**config.mk**
```make
export PLATFORM = sky130hd
export DESIGN_NAME = nb_feed_ctrl
export DESIGN_NICKNAME = d
export VERILOG_FILES = /design/src/rtl/nb_feed_ctrl.sv
export SDC_FILE = /design/constraint.sdc
export NUM_CORES = 1
export LEC_CHECK = 0
export BUFFER_PORTS_ARGS = -buffer_cell sky130_fd_sc_hd__buf_2
export CORE_AREA = 2 2 436 438
export DETAILED_ROUTE_END_ITERATION = 7
export DIE_AREA = 0 0 438 440
export PLACE_DENSITY_LB_ADDON = 0.05
export SLEW_MARGIN = 20
export SYNTH_ARGS = -nofsm -noshare
export SYNTH_HDL_FRONTEND = slang
export SYNTH_SLANG_ARGS = --single-unit
```
**constraint.sdc**
```tcl
create_clock -name clk -period 2.04 [get_ports clk]
set_input_delay 0.408 -clock clk [delete_from_list [all_inputs] [get_ports clk]]
set_output_delay 0.408 -clock clk [all_outputs]
set_load 0.02 [all_outputs]
```
**src/rtl/nb_feed_ctrl.sv**
```systemverilog
// Neighbour feed sequencer for the graph-conv layer stage: fetches one feature
// vector per neighbour address, hands it to the layer, then runs aggregation and clean.
package aegnn;
  localparam int unsigned F_WIDTH = 16;
endpackage

module nb_feed_ctrl #(
  parameter int unsigned IN_C        = 34,
  parameter int unsigned ADDR_W      = 12,
  parameter int unsigned MEM_LATENCY = 2,
  parameter int unsigned CNT_W       = 5
) (
  input  logic                          clk,
  input  logic                          rstn,
  input  logic                          ev_valid,
  output logic                          ev_ready,
  input  logic [CNT_W-1:0]              ev_nb_cnt,
  input  logic                          nb_valid,
  output logic                          nb_ready,
  input  logic [ADDR_W-1:0]             nb_addr,
  output logic                          mem_rd_en,
  output logic [ADDR_W-1:0]             mem_addr,
  input  logic [IN_C*aegnn::F_WIDTH-1:0] mem_rdata,
  output logic                          is_neighbor,
  output logic                          no_neighbor,
  output logic                          clean,
  output logic [IN_C*aegnn::F_WIDTH-1:0] feature_in_pack,
  input  logic                          neighbor_done,
  input  logic                          conv_done,
  output logic                          ev_done,
  output logic                          busy
);

  localparam int unsigned DATA_W = IN_C * aegnn::F_WIDTH;
  localparam int unsigned LAT_W  = $clog2(MEM_LATENCY + 1);

  typedef enum logic [2:0] {
    S_IDLE, S_FETCH, S_WAIT, S_FEED, S_GAP, S_AGGR, S_CLEAN
  } state_e;

  state_e              state_q, state_d;
  logic [CNT_W-1:0]    remaining_q, remaining_d;
  logic [LAT_W-1:0]    wait_cnt_q, wait_cnt_d;
  logic [ADDR_W-1:0]   mem_addr_q, mem_addr_d;
  logic [DATA_W-1:0]   feat_q, feat_d;
  logic                rd_en_q, rd_en_d;
  logic                ev_ready_q, ev_ready_d;
  logic                nb_ready_q, nb_ready_d;
  logic                is_nb_q, is_nb_d;
  logic                no_nb_q, no_nb_d;
  logic                clean_q, clean_d;
  logic                busy_q, busy_d;

  // Next state, datapath updates and registered outputs derived from the next state
  always_comb begin
    state_d     = state_q;
    remaining_d = remaining_q;
    wait_cnt_d  = wait_cnt_q;
    mem_addr_d  = mem_addr_q;
    feat_d      = feat_q;
    rd_en_d     = 1'b0;

    case (state_q)
      S_IDLE: begin
        if (ev_valid && ev_ready_q) begin
          remaining_d = ev_nb_cnt;
          state_d     = (ev_nb_cnt == '0) ? S_AGGR : S_FETCH;
        end
      end
      S_FETCH: begin
        if (nb_valid && nb_ready_q) begin
          rd_en_d    = 1'b1;
          mem_addr_d = nb_addr;
          wait_cnt_d = '0;
          state_d    = S_WAIT;
        end
      end
      S_WAIT: begin
        // wait_cnt_q is 0 in the strobe cycle, so data is valid when it reaches MEM_LATENCY
        if (wait_cnt_q == LAT_W'(MEM_LATENCY)) begin
          feat_d  = mem_rdata;
          state_d = S_FEED;
        end else begin
          wait_cnt_d = wait_cnt_q + LAT_W'(1);
        end
      end
      S_FEED: begin
        if (neighbor_done) begin
          remaining_d = remaining_q - CNT_W'(1);
          state_d     = S_GAP;
        end
      end
      S_GAP: begin
        state_d = (remaining_q == '0) ? S_AGGR : S_FETCH;
      end
      S_AGGR: begin
        if (conv_done) begin
          state_d = S_CLEAN;
        end
      end
      S_CLEAN: begin
        state_d = S_IDLE;
      end
      default: begin
        state_d = S_IDLE;
      end
    endcase

    ev_ready_d = (state_d == S_IDLE);
    nb_ready_d = (state_d == S_FETCH);
    is_nb_d    = (state_d == S_FEED);
    no_nb_d    = (state_d == S_AGGR);
    clean_d    = (state_d == S_CLEAN);
    busy_d     = (state_d != S_IDLE);
  end

  always_ff @(posedge clk or negedge rstn) begin
    if (!rstn) begin
      state_q     <= S_IDLE;
      remaining_q <= '0;
      wait_cnt_q  <= '0;
      mem_addr_q  <= '0;
      feat_q      <= '0;
      rd_en_q     <= 1'b0;
      ev_ready_q  <= 1'b1;
      nb_ready_q  <= 1'b0;
      is_nb_q     <= 1'b0;
      no_nb_q     <= 1'b0;
      clean_q     <= 1'b0;
      busy_q      <= 1'b0;
    end else begin
      state_q     <= state_d;
      remaining_q <= remaining_d;
      wait_cnt_q  <= wait_cnt_d;
      mem_addr_q  <= mem_addr_d;
      feat_q      <= feat_d;
      rd_en_q     <= rd_en_d;
      ev_ready_q  <= ev_ready_d;
      nb_ready_q  <= nb_ready_d;
      is_nb_q     <= is_nb_d;
      no_nb_q     <= no_nb_d;
      clean_q     <= clean_d;
      busy_q      <= busy_d;
    end
  end

  assign ev_ready        = ev_ready_q;
  assign nb_ready        = nb_ready_q;
  assign mem_rd_en       = rd_en_q;
  assign mem_addr        = mem_addr_q;
  assign is_neighbor     = is_nb_q;
  assign no_neighbor     = no_nb_q;
  assign clean           = clean_q;
  assign ev_done         = clean_q;
  assign feature_in_pack = feat_q;
  assign busy            = busy_q;

endmodule

```
==> metrics, run 1 <==
latest clock arrival within the worst-skew pair 0.71 ns; average footprint of a synthesized cell between 15 and 20 sq um; synthesis-to-layout area growth 86.7%; Clock Tree Root sky130_fd_sc_hd__clkbuf_16; most used standard cell by instance count after synthesis sky130_fd_sc_hd__dfrtp_1; pin count of the biggest net entering global routing 74; count of boundary I/O pins approximately 1,100; worst min-delay path category in -> reg; count of flip-flops with a built-in enable after synthesis 0; overall via count from detail_route 18,100; run status finished, final reports clean; vias in the first global route 20,200; number of cells on the worst hold path 4; number of cells produced by synthesis 1,270; required time reported for the critical path endpoint 2.61 ns; DR vias/cell 3.17; Hold Fails Final Rpt 0; worst path bufs/invs 7; netlist area before placement between 20,000 and 25,000 sq um; die width 438 um; die boundary height 440 um; worst vdd rail ir drop 0.610 mV; worst reg-to-reg path cell count 11; terminus of the critical flop-to-flop path feature_in_pack[73]$_DFFE_PN0P_; total power per unit cell area 1390 nW/um^2; Top Family by Delay on Critical Path buffers and inverters; number of I/O port buffers 1,130; Arr. time, crit path 2.58 ns; number of optimization iterations in the first detailed-route pass 4; detailed router's first-iteration violation count 442; most repeated library cell on the critical path sky130_fd_sc_hd__buf_16; count of nets left with antenna violations after detail routing 0; clock transition at the registers of the reported paths approximately 0.06 ns; CP Launch Type register; clk sink count 573; worst setup path category reg -> reg; Min Clock Period, post-route 2.01 ns; synth unique cells 41; Seq/Total Area, Yosys 0.662; non-filler instance count after layout 5,691; Synth Warn # 0; average wire per standard cell 21.4 um; Post-Synthesis Net Count about 1,800; Critical Path End Type register; source of the worst register-to-register timing path wait_cnt_q[0]$_DFFE_PN0P_; LEAKAGE 19.5 nW; Max Clk Rate 497 MHz; half-perimeter wire length after placement just over 90 mm; weighted congestion at the end of routability-driven global placement 0.796; slew at the pin closest to its max-slew limit 0.468 ns; master of the slowest instance on the critical path sky130_fd_sc_hd__dfrtp_1; number of placement rows 160; starting density of the core 0.115; core area around 190,000 sq um; total routed wirelength 122 mm; Overflow after GRT 0; buffer depth of the longest clock path 3; relative max-transition margin 0.683; final layout net count about 3,700; number of buffers created by CTS 86; slack of the worst reg-to-reg path around 0.028 ns; number of register bits inferred by synthesis 573; critical path fanouts, max 4; fraction of final layout cells with drive strength greater than 1 0.581; power after layout 0.0561 W; leading register cell type out of synthesis sky130_fd_sc_hd__dfrtp_1; TritonCTS clock tree yes; Async S/R FF share, synth 1.00; DRC viols 0; first-pass GRT wire length 160 mm; unrepaired setup endpoints after global routing yes; Max stage delay on crit path 0.40 ns; number of instances in the placed design 4,912; beginning of the worst hold path neighbor_done; Layout Skew 0.0366 ns; number of antenna violations at the first check in global routing 34; reported max-cap violation count 0; number of max-slew violations in the final report 0; floorplan die area 193,000 sq um; share of the synthesized area in the top cell type 0.661; Final Cycle Share 0.986; list of cells traversed by the critical path inv_2 -> ha_4 -> nand2b_4 -> nor2_4 -> buf_12 -> buf_16 -> buf_16 -> buf_16 -> buf_12 -> buf_8 -> mux2_2; leading post-synthesis cells by instance count 572 x sky130_fd_sc_hd__dfrtp_1, 429 x sky130_fd_sc_hd__mux2_2, 117 x sky130_fd_sc_hd__mux2_1; hold-critical path endpoint remaining_q[0]$_DFFE_PN0P_; number of setup violations in the final report 0; overall track demand over capacity in global routing 0.118; cells taking the most area after synthesis sky130_fd_sc_hd__dfrtp_1 66%, sky130_fd_sc_hd__mux2_2 22%, sky130_fd_sc_hd__mux2_1 6.1%; area leader, netlist sky130_fd_sc_hd__dfrtp_1; Max H-tree Level 3
## cell families (layout without fill, tap and decap cells)
family / after synthesis / count (layout) / synth area share
and+or+nand+nor: 46 / 46 / 0.0130
muxes: 557 / 557 / 0.291
AOI/OAI and AO/OA: 23 / 23 / 0.00711
DFF: 573 / 573 / 0.662
adders and majority gates: 2 / 2 / 0.00116
other: 0 / 18 / 0
buffers and inverters: 69 / 1961 / 0.0252
## area by class of cell
class                           instances  area, sq um
Fill cell                           20600       148000
Sequential cell                       573        14300
Timing Repair Buffer                 1803        13100
Multi-Input combinational cell        628         6940
Tap cell                             2511         3140
Clock buffer                          132         2640
Clock inverter                         23          244
Antenna cell                           18         45.0
Inverter                                3         11.3
## what timing repair did
item	CTS	global route
resized for setup	9	63
buffers inserted	1	20
pin swaps	1	1
hold buffers	563	0
hold endpoints to repair	754	0
gates cloned	2	20
endpoints found under the setup margin	84	452
## power by group
part | internal [W] | total, W | leakage [nW] | switching (W)
Clock | 0.00937 | 0.0155 | 1.43 | 0.00610
Sequential | 0.0162 | 0.0187 | 7.28 | 0.00254
Combinational | 0.00881 | 0.0219 | 10.8 | 0.0131
Total | 0.0344 | 0.0561 | 19.5 | 0.0217
## worst max path at each step
stage	end	from	depth (start not counted)	slack, ns
6_report	feature_in_pack[73]$_DFFE_PN0P_	wait_cnt_q[0]$_DFFE_PN0P_	11	0.03
5_1_grt	feature_in_pack[146]$_DFFE_PN0P_	wait_cnt_q[0]$_DFFE_PN0P_	11	-0.04
4_1_cts	feature_in_pack[459]$_DFFE_PN0P_	wait_cnt_q[0]$_DFFE_PN0P_	8	-0.03
3_5_place_dp	feature_in_pack[493]$_DFFE_PN0P_	wait_cnt_q[0]$_DFFE_PN0P_	7	-0.06
3_3_place_gp	feature_in_pack[471]$_DFFE_PN0P_	wait_cnt_q[0]$_DFFE_PN0P_	7	-0.08
2_1_floorplan	feature_in_pack[501]$_DFFE_PN0P_	wait_cnt_q[0]$_DFFE_PN0P_	8	0.28
## through the flow
step	utilization	TNS (ns)	hold WS (ns)	setup WS, ns	area, sq um
finish	0.214	0	0.141	0.0285	40400
global route	0.214	-0.326	0.0961	-0.0356	40400
CTS	0.209	-0.800	0.0223	-0.0324	39400
detailed placement	0.163	-1.83	0.342	-0.0563	30800
global placement	0.163	-4.35	0.338	-0.0802	30800
floorplan	-	0	0.112	0.280	21700
## metal layers
| metal | track usage | up-vias | share of wire |
|---|---|---|---|
| li1 | - | 8215 | - |
| met1 | 0.124 | 9043 | 0.37 |
| met2 | 0.220 | 598 | 0.53 |
| met3 | 0.0337 | 187 | 0.058 |
| met4 | 0.0493 | 18 | 0.041 |
| met5 | 0 | - | 0.00079 |
## worst reg2reg max path: cells and delay by family, from the launching register on
kind / cells / cell delay (ns)
buffers and inverters: 7 / 0.87
flip-flops: 1 / 0.40
multiplexers: 1 / 0.33
AND/OR/NAND/NOR: 2 / 0.16
adder cells (fa/ha/maj): 1 / 0.15
## sequential cells by signal (all words and copies together) (netlist names), 2 cells and up
name and cells:
mem_addr 12, remaining_q 5, feature_in_pack 544, state_q 3, wait_cnt_q 2
## cell usage in the layout, fill, tap and decap left out, types with 2 or more instances in the layout
| cell | count |
|---|---|
| sky130_fd_sc_hd__nor3b_1 | 2 |
| sky130_fd_sc_hd__buf_6 | 12 |
| sky130_fd_sc_hd__o21ai_0 | 7 |
| sky130_fd_sc_hd__buf_4 | 39 |
| sky130_fd_sc_hd__nand2_1 | 8 |
| sky130_fd_sc_hd__or4_1 | 2 |
| sky130_fd_sc_hd__nand3_1 | 4 |
| sky130_fd_sc_hd__diode_2 | 18 |
| sky130_fd_sc_hd__clkbuf_1 | 19 |
| sky130_fd_sc_hd__dfrtp_1 | 572 |
| sky130_fd_sc_hd__mux2_2 | 402 |
| sky130_fd_sc_hd__mux2_4 | 47 |
| sky130_fd_sc_hd__nor2_1 | 11 |
| sky130_fd_sc_hd__buf_2 | 1129 |
| sky130_fd_sc_hd__a21oi_1 | 7 |
| sky130_fd_sc_hd__buf_12 | 27 |
| sky130_fd_sc_hd__nor2b_1 | 2 |
| sky130_fd_sc_hd__buf_16 | 13 |
| sky130_fd_sc_hd__clkbuf_16 | 105 |
| sky130_fd_sc_hd__buf_8 | 4 |
| sky130_fd_sc_hd__clkbuf_8 | 23 |
| sky130_fd_sc_hd__dlygate4sd3_1 | 563 |
| sky130_fd_sc_hd__nand2b_1 | 3 |
| sky130_fd_sc_hd__clkinv_2 | 13 |
| sky130_fd_sc_hd__inv_6 | 3 |
| sky130_fd_sc_hd__a211oi_1 | 3 |
| sky130_fd_sc_hd__inv_1 | 2 |
| sky130_fd_sc_hd__mux2_1 | 107 |
| sky130_fd_sc_hd__bufinv_16 | 4 |
Note: power is estimated with default switching activity, not from simulation.
==> run 2: changes to the inputs <==
--- a/config.mk
+++ b/config.mk
@@ -6,9 +6,9 @@
 export NUM_CORES = 1
 export LEC_CHECK = 0
 export BUFFER_PORTS_ARGS = -buffer_cell sky130_fd_sc_hd__buf_2
-export CORE_AREA = 2 2 436 438
+export CORE_AREA = 3 3 437 439
 export DETAILED_ROUTE_END_ITERATION = 7
-export DIE_AREA = 0 0 438 440
+export DIE_AREA = 0 0 440 442
 export PLACE_DENSITY_LB_ADDON = 0.05
 export SLEW_MARGIN = 20
 export SYNTH_ARGS = -nofsm -noshare
==> metrics, run 2 (same netlist as run 1, synthesis figures left out) <==
number of placement rows 159 (-0.63%); detailed router's first-iteration violation count 570 (+29%); number of antenna violations at the first check in global routing 24 (-29%); postcts setup bufs 0 (-1); total power per unit cell area 1400 nW/um^2 (+0.81%); pin count of the biggest net entering global routing 65 (-12%); final layout net count 3,621 (-1.2%); TritonCTS clock tree yes; overall via count from detail_route 17,900 (-1.1%); number of setup violations in the final report 0 (unchanged); number of I/O port buffers 1,130 (unchanged); slack of the worst reg-to-reg path 0.10 ns (+0.07 ns); Critical Path End Type register; buffer depth of the longest clock path 3 (unchanged); core occupancy in the finished layout 0.209 (-0.00511); CP Launch Type register; half-perimeter wire length after placement 92.1 mm (-1.3%); number of max-slew violations in the final report 0 (unchanged); first-pass GRT wire length 158 mm (-1.2%); starting density of the core 0.115 (+0.000600); fraction of final layout cells with drive strength greater than 1 0.569 (-0.0120); die width 440 um (+0.46%); leading cell type in the layout, fill and taps excluded sky130_fd_sc_hd__buf_2; DRC viols 0 (unchanged); count of boundary I/O pins 1,131 (unchanged); slew at the pin closest to its max-slew limit 0.481 ns (+0.0127 ns); run status finished, final reports clean; Hold Fails Final Rpt 0 (unchanged); Max Clk Rate 516 MHz (+3.7%); total routed wirelength 114 mm (-6.1%); Layout Skew 0.0182 ns (-0.0185 ns); weighted congestion at the end of routability-driven global placement 0.787 (-1.1%); top library cells by usage in the layout, fill and taps aside 1,129 x sky130_fd_sc_hd__buf_2, 572 x sky130_fd_sc_hd__dfrtp_1, 562 x sky130_fd_sc_hd__dlygate4sd3_1; overall track demand over capacity in global routing 0.114 (-0.00391); required time reported for the critical path endpoint 2.60 ns (about the same); average wire per standard cell 20.3 um (-5.1%); clk sink count 573 (unchanged); Min Clock Period, post-route 1.94 ns (-0.0721 ns); die boundary height 442 um (+0.45%); Clock Tree Root sky130_fd_sc_hd__clkbuf_16; DR vias/cell 3.17 (about the same); power after layout 0.0549 W (-2.1%); reported max-cap violation count 0 (unchanged); synthesis-to-layout area growth 81.3%; Arr. time, crit path 2.50 ns (-0.08 ns); relative max-transition margin 0.679 (-0.00407); LEAKAGE 19.0 nW (-2.6%); Max H-tree Level 3 (unchanged); number of buffers created by CTS 85 (-1.2%); vias in the first global route 20,300 (+0.47%); critical path fanouts, max 38 (+34); number of optimization iterations in the first detailed-route pass 4 (unchanged); latest clock arrival within the worst-skew pair 0.68 ns (-0.03 ns); worst setup path category reg -> reg; worst vdd rail ir drop 0.624 mV (+2.2%); unrepaired setup endpoints after global routing yes; count of nets left with antenna violations after detail routing 0 (unchanged); Final Cycle Share 0.951 (-0.0353); flip-flop count of the largest register after layout 544 (unchanged); core area 188,000 sq um (-0.52%); Overflow after GRT 0 (unchanged); worst min-delay path category in -> reg; floorplan die area 194,000 sq um (+0.91%); clock transition at the registers of the reported paths 0.05 ns (about the same)
==> run 2: through the flow <==
step / cells / hold WS, ns / instance area (sq um) / setup slack [ns] / TNS, ns
3_3_place_gp: 4897 / 0.402 / 30700 / 0.0163 / 0
4_1_cts: 5612 / 0.00324 / 39200 / 0.0322 / 0
5_1_grt: 5624 / 0.0456 / 39300 / -0.0524 / -7.67
6_report: 5628 / 0.106 / 39300 / 0.101 / 0
2_1_floorplan: 1270 / 0.112 / 21700 / 0.280 / 0
3_5_place_dp: 4897 / 0.402 / 30700 / 0.0366 / 0
==> run 2: cell type report <==
cell class / instances / area, sq um
diodes: 15 / 37.5
clock buffers: 140 / 2680
clock inverters: 13 / 154
fillers: 20500 / 148000
inverters: 3 / 11.3
multi-input cells: 628 / 6770
flip-flops and latches: 573 / 14300
well taps: 2495 / 3120
repair buffers: 1761 / 12200
==> run 2: power breakdown <==
group / switching [W] / internal, W / total, W
Clock: 0.00576 / 0.00926 / 0.0150
Sequential: 0.00251 / 0.0162 / 0.0187
Combinational: 0.0129 / 0.00831 / 0.0212
==> run 2: worst max-delay path, cell delays in order (launching register included) <==
cell,delay (ns)
sky130_fd_sc_hd__dfrtp_1,0.39
sky130_fd_sc_hd__inv_1,0.09
sky130_fd_sc_hd__ha_1,0.17
sky130_fd_sc_hd__nand2b_1,0.11
sky130_fd_sc_hd__nor2_4,0.16
sky130_fd_sc_hd__buf_12,0.21
sky130_fd_sc_hd__buf_12,0.27
sky130_fd_sc_hd__mux2_2,0.37
==> run 2: repair_timing <==
item,in CTS,in global routing
hold endpoints to repair,647,0
hold buffers,562,0
gates resized for setup,0,6
endpoints found under the setup margin,0,308
==> run 2: worst paths after layout <==
kind / start / to / cells after the start
hold / removal: ev_nb_cnt[2] / remaining_q[2]$_DFFE_PN0P_ / 3
min in group asynchronous: rstn / feature_in_pack[260]$_DFFE_PN0P_ / 2
hold reg to reg: feature_in_pack[509]$_DFFE_PN0P_ / feature_in_pack[509]$_DFFE_PN0P_ / 1
setup / recovery: wait_cnt_q[0]$_DFFE_PN0P_ / feature_in_pack[160]$_DFFE_PN0P_ / 7
max in group asynchronous: rstn / feature_in_pack[264]$_DFFE_PN0P_ / 4
setup reg to reg: wait_cnt_q[0]$_DFFE_PN0P_ / feature_in_pack[160]$_DFFE_PN0P_ / 7
==> run 2: per-layer routing <==
metal	track usage	vias to the layer above	wire length, um
met3	0.0315	167	7140
met4	0.0471	4	4880
met1	0.116	8983	39900
met5	0	-	27
li1	-	8114	-
met2	0.218	587	62300
==> run 3: changes to the inputs <==
--- a/config.mk
+++ b/config.mk
@@ -5,10 +5,11 @@
 export SDC_FILE = /design/constraint.sdc
 export NUM_CORES = 1
 export LEC_CHECK = 0
-export BUFFER_PORTS_ARGS = -buffer_cell sky130_fd_sc_hd__buf_2
+export BUFFER_PORTS_ARGS = -buffer_cell sky130_fd_sc_hd__clkbuf_2
 export CORE_AREA = 3 3 437 439
 export DETAILED_ROUTE_END_ITERATION = 7
 export DIE_AREA = 0 0 440 442
+export GPL_ROUTABILITY_DRIVEN = 0
 export PLACE_DENSITY_LB_ADDON = 0.05
 export SLEW_MARGIN = 20
 export SYNTH_ARGS = -nofsm -noshare
==> metrics, run 3 (same netlist as run 1, synthesis figures left out) <==
power after layout 0.0542 W (-1.4%); clock transition at the registers of the reported paths 0.06 ns (about the same); critical path fanouts, max 6 (-84%); total of fill cells in the finished design 20,500 (+0.063%); reported max-cap violation count 0 (unchanged); TritonCTS clock tree yes; Max Clk Rate 506 MHz (-1.8%); detailed router's first-iteration violation count 475 (-17%); total power per unit cell area 1370 nW/um^2 (-1.9%); Critical Path End Type register; buffer depth of the longest clock path 3 (unchanged); slew at the pin closest to its max-slew limit 0.510 ns (+0.0286 ns); Overflow after GRT 0 (unchanged); worst reg-to-reg path cell count 10 (+3); worst setup path category reg -> reg; number of antenna violations at the first check in global routing 21 (-13%); latest clock arrival within the worst-skew pair 0.68 ns (about the same); source of the worst register-to-register timing path wait_cnt_q[0]$_DFFE_PN0P_; total routed wirelength 116 mm (+1.7%); Min Clock Period, post-route 1.98 ns (+0.0357 ns); overall track demand over capacity in global routing 0.113 (-0.000997); flip-flop count of the largest register after layout 544 (unchanged); met3 capacity usage during global routing 0.0309 (-0.000598); core area 188,000 sq um (unchanged); unrepaired setup endpoints after global routing yes; run status finished, final reports clean; terminus of the critical flop-to-flop path feature_in_pack[123]$_DFFE_PN0P_; first-pass GRT wire length 157 mm (-1.0%); vias in the first global route 20,100 (-0.91%); Max H-tree Level 3 (unchanged); hold-critical path endpoint state_q[2]$_DFF_PN0_; final layout net count 3,631 (+0.28%); beginning of the worst hold path ev_valid; half-perimeter wire length after placement 91.4 mm (-0.75%); overall via count from detail_route 18,000 (+0.60%); GR met1 Demand/Resource 0.115 (-0.000886); number of I/O port buffers 1,130 (unchanged); fraction of final layout cells with drive strength greater than 1 0.569 (about the same); most heavily used metal layer in global routing met2; Arr. time, crit path 2.53 ns (+0.03 ns); number of setup violations in the final report 0 (unchanged); relative max-transition margin 0.660 (-0.0191); count of nets left with antenna violations after detail routing 0 (unchanged); Clock Tree Root sky130_fd_sc_hd__clkbuf_16; floorplan die area 194,000 sq um (unchanged); Final Cycle Share 0.968 (+0.0175); top library cells by usage in the layout, fill and taps aside 1,129 x sky130_fd_sc_hd__clkbuf_2, 572 x sky130_fd_sc_hd__dfrtp_1, 564 x sky130_fd_sc_hd__dlygate4sd3_1; number of cells on the worst hold path 4 (+1); number of placement rows 159 (unchanged); summed negative setup slack over all endpoints 0 ns (unchanged); Layout Skew 0.0295 ns (+0.0113 ns); starting density of the core 0.115 (unchanged); number of buffers created by CTS 83 (-2.4%); number of max-slew violations in the final report 0 (unchanged); die boundary height 442 um (unchanged); pin count of the biggest net entering global routing 60 (-7.7%); required time reported for the critical path endpoint 2.59 ns (about the same); die width 440 um (unchanged); count of boundary I/O pins 1,131 (unchanged); synthesis-to-layout area growth 82.2%; worst vdd rail ir drop 0.787 mV (+26%); slack of the worst reg-to-reg path 0.06 ns (-0.04 ns); clk sink count 573 (unchanged); DR vias/cell 3.19 (+0.57%); DRC viols 0 (unchanged); CP Launch Type register; average wire per standard cell 20.6 um (+1.6%); number of optimization iterations in the first detailed-route pass 4 (unchanged); LEAKAGE 19.0 nW (about the same); grt met2 use 0.223 (+0.00563); WHS 0.204 ns (+0.0977 ns); Hold Fails Final Rpt 0 (unchanged); worst min-delay path category in -> reg; leading cell type in the layout, fill and taps excluded sky130_fd_sc_hd__clkbuf_2
-- run 3: final cells by class --
cell class              count  area (sq um)  area share
flip-flops and latches    573         14300       0.363
inverters                   3          11.3    0.000285
clock buffers             127          2470      0.0625
multi-input cells         628          6790       0.172
clock inverters            14           113     0.00285
repair buffers           1773         12600       0.319
diodes                     17          42.5     0.00108
well taps                2495          3120      0.0791
-- run 3: worst max-delay path by stage --
stage | start | to | slack [ns] | cells after the start
after CTS | feature_in_pack[6]$_DFFE_PN0P_ | feature_in_pack[6] | 0.01 | 1
after global routing | wait_cnt_q[0]$_DFFE_PN0P_ | feature_in_pack[162]$_DFFE_PN0P_ | -0.02 | 10
after global placement | wait_cnt_q[0]$_DFFE_PN0P_ | feature_in_pack[477]$_DFFE_PN0P_ | -0.02 | 7
after floorplan | wait_cnt_q[0]$_DFFE_PN0P_ | feature_in_pack[501]$_DFFE_PN0P_ | 0.28 | 8
after detailed placement | wait_cnt_q[0]$_DFFE_PN0P_ | feature_in_pack[384]$_DFFE_PN0P_ | 0.03 | 7
final | wait_cnt_q[0]$_DFFE_PN0P_ | feature_in_pack[123]$_DFFE_PN0P_ | 0.06 | 10
-- run 3: worst max-delay path: stages (launching register included) --
cell and delay, ns:
sky130_fd_sc_hd__dfrtp_1 0.38, sky130_fd_sc_hd__inv_2 0.08, sky130_fd_sc_hd__ha_4 0.14, sky130_fd_sc_hd__nand2b_4 0.06, sky130_fd_sc_hd__nor2_4 0.13, sky130_fd_sc_hd__buf_12 0.13
sky130_fd_sc_hd__buf_12 0.10, sky130_fd_sc_hd__clkbuf_16 0.14, sky130_fd_sc_hd__buf_12 0.15, sky130_fd_sc_hd__clkbuf_16 0.17, sky130_fd_sc_hd__mux2_2 0.33
-- run 3: power by group --
group          internal [W]  switching, W  leakage, nW
Combinational       0.00831        0.0130         10.5
Clock               0.00837       0.00565         1.27
Sequential           0.0162       0.00269         7.28
-- run 3: metal layers --
metal,vias up,part of all wire
li1,8140,-
met1,9163,0.36
met2,532,0.56
met3,124,0.056
met4,4,0.023
met5,-,0.00023
-- run 3: repair_timing --
action	4_1_cts	5_1_grt
endpoints found under the hold margin	578	0
endpoints found under the setup margin	1	388
setup buffers	0	10
gates cloned	0	15
resized for setup	1	22
pin swaps	0	2
hold buffers	564	0
-- run 3: per-stage QoR --
stage / area [sq um] / setup slack (ns) / instances / util
finish: 39500 / 0.0649 / 5630 / 0.210
global route: 39400 / -0.0214 / 5623 / 0.210
CTS: 38800 / 0.00996 / 5588 / 0.207
detailed placement: 30600 / 0.0302 / 4883 / 0.163
global placement: 30600 / -0.0232 / 4883 / 0.163
floorplan: 21700 / 0.280 / 1270 / -
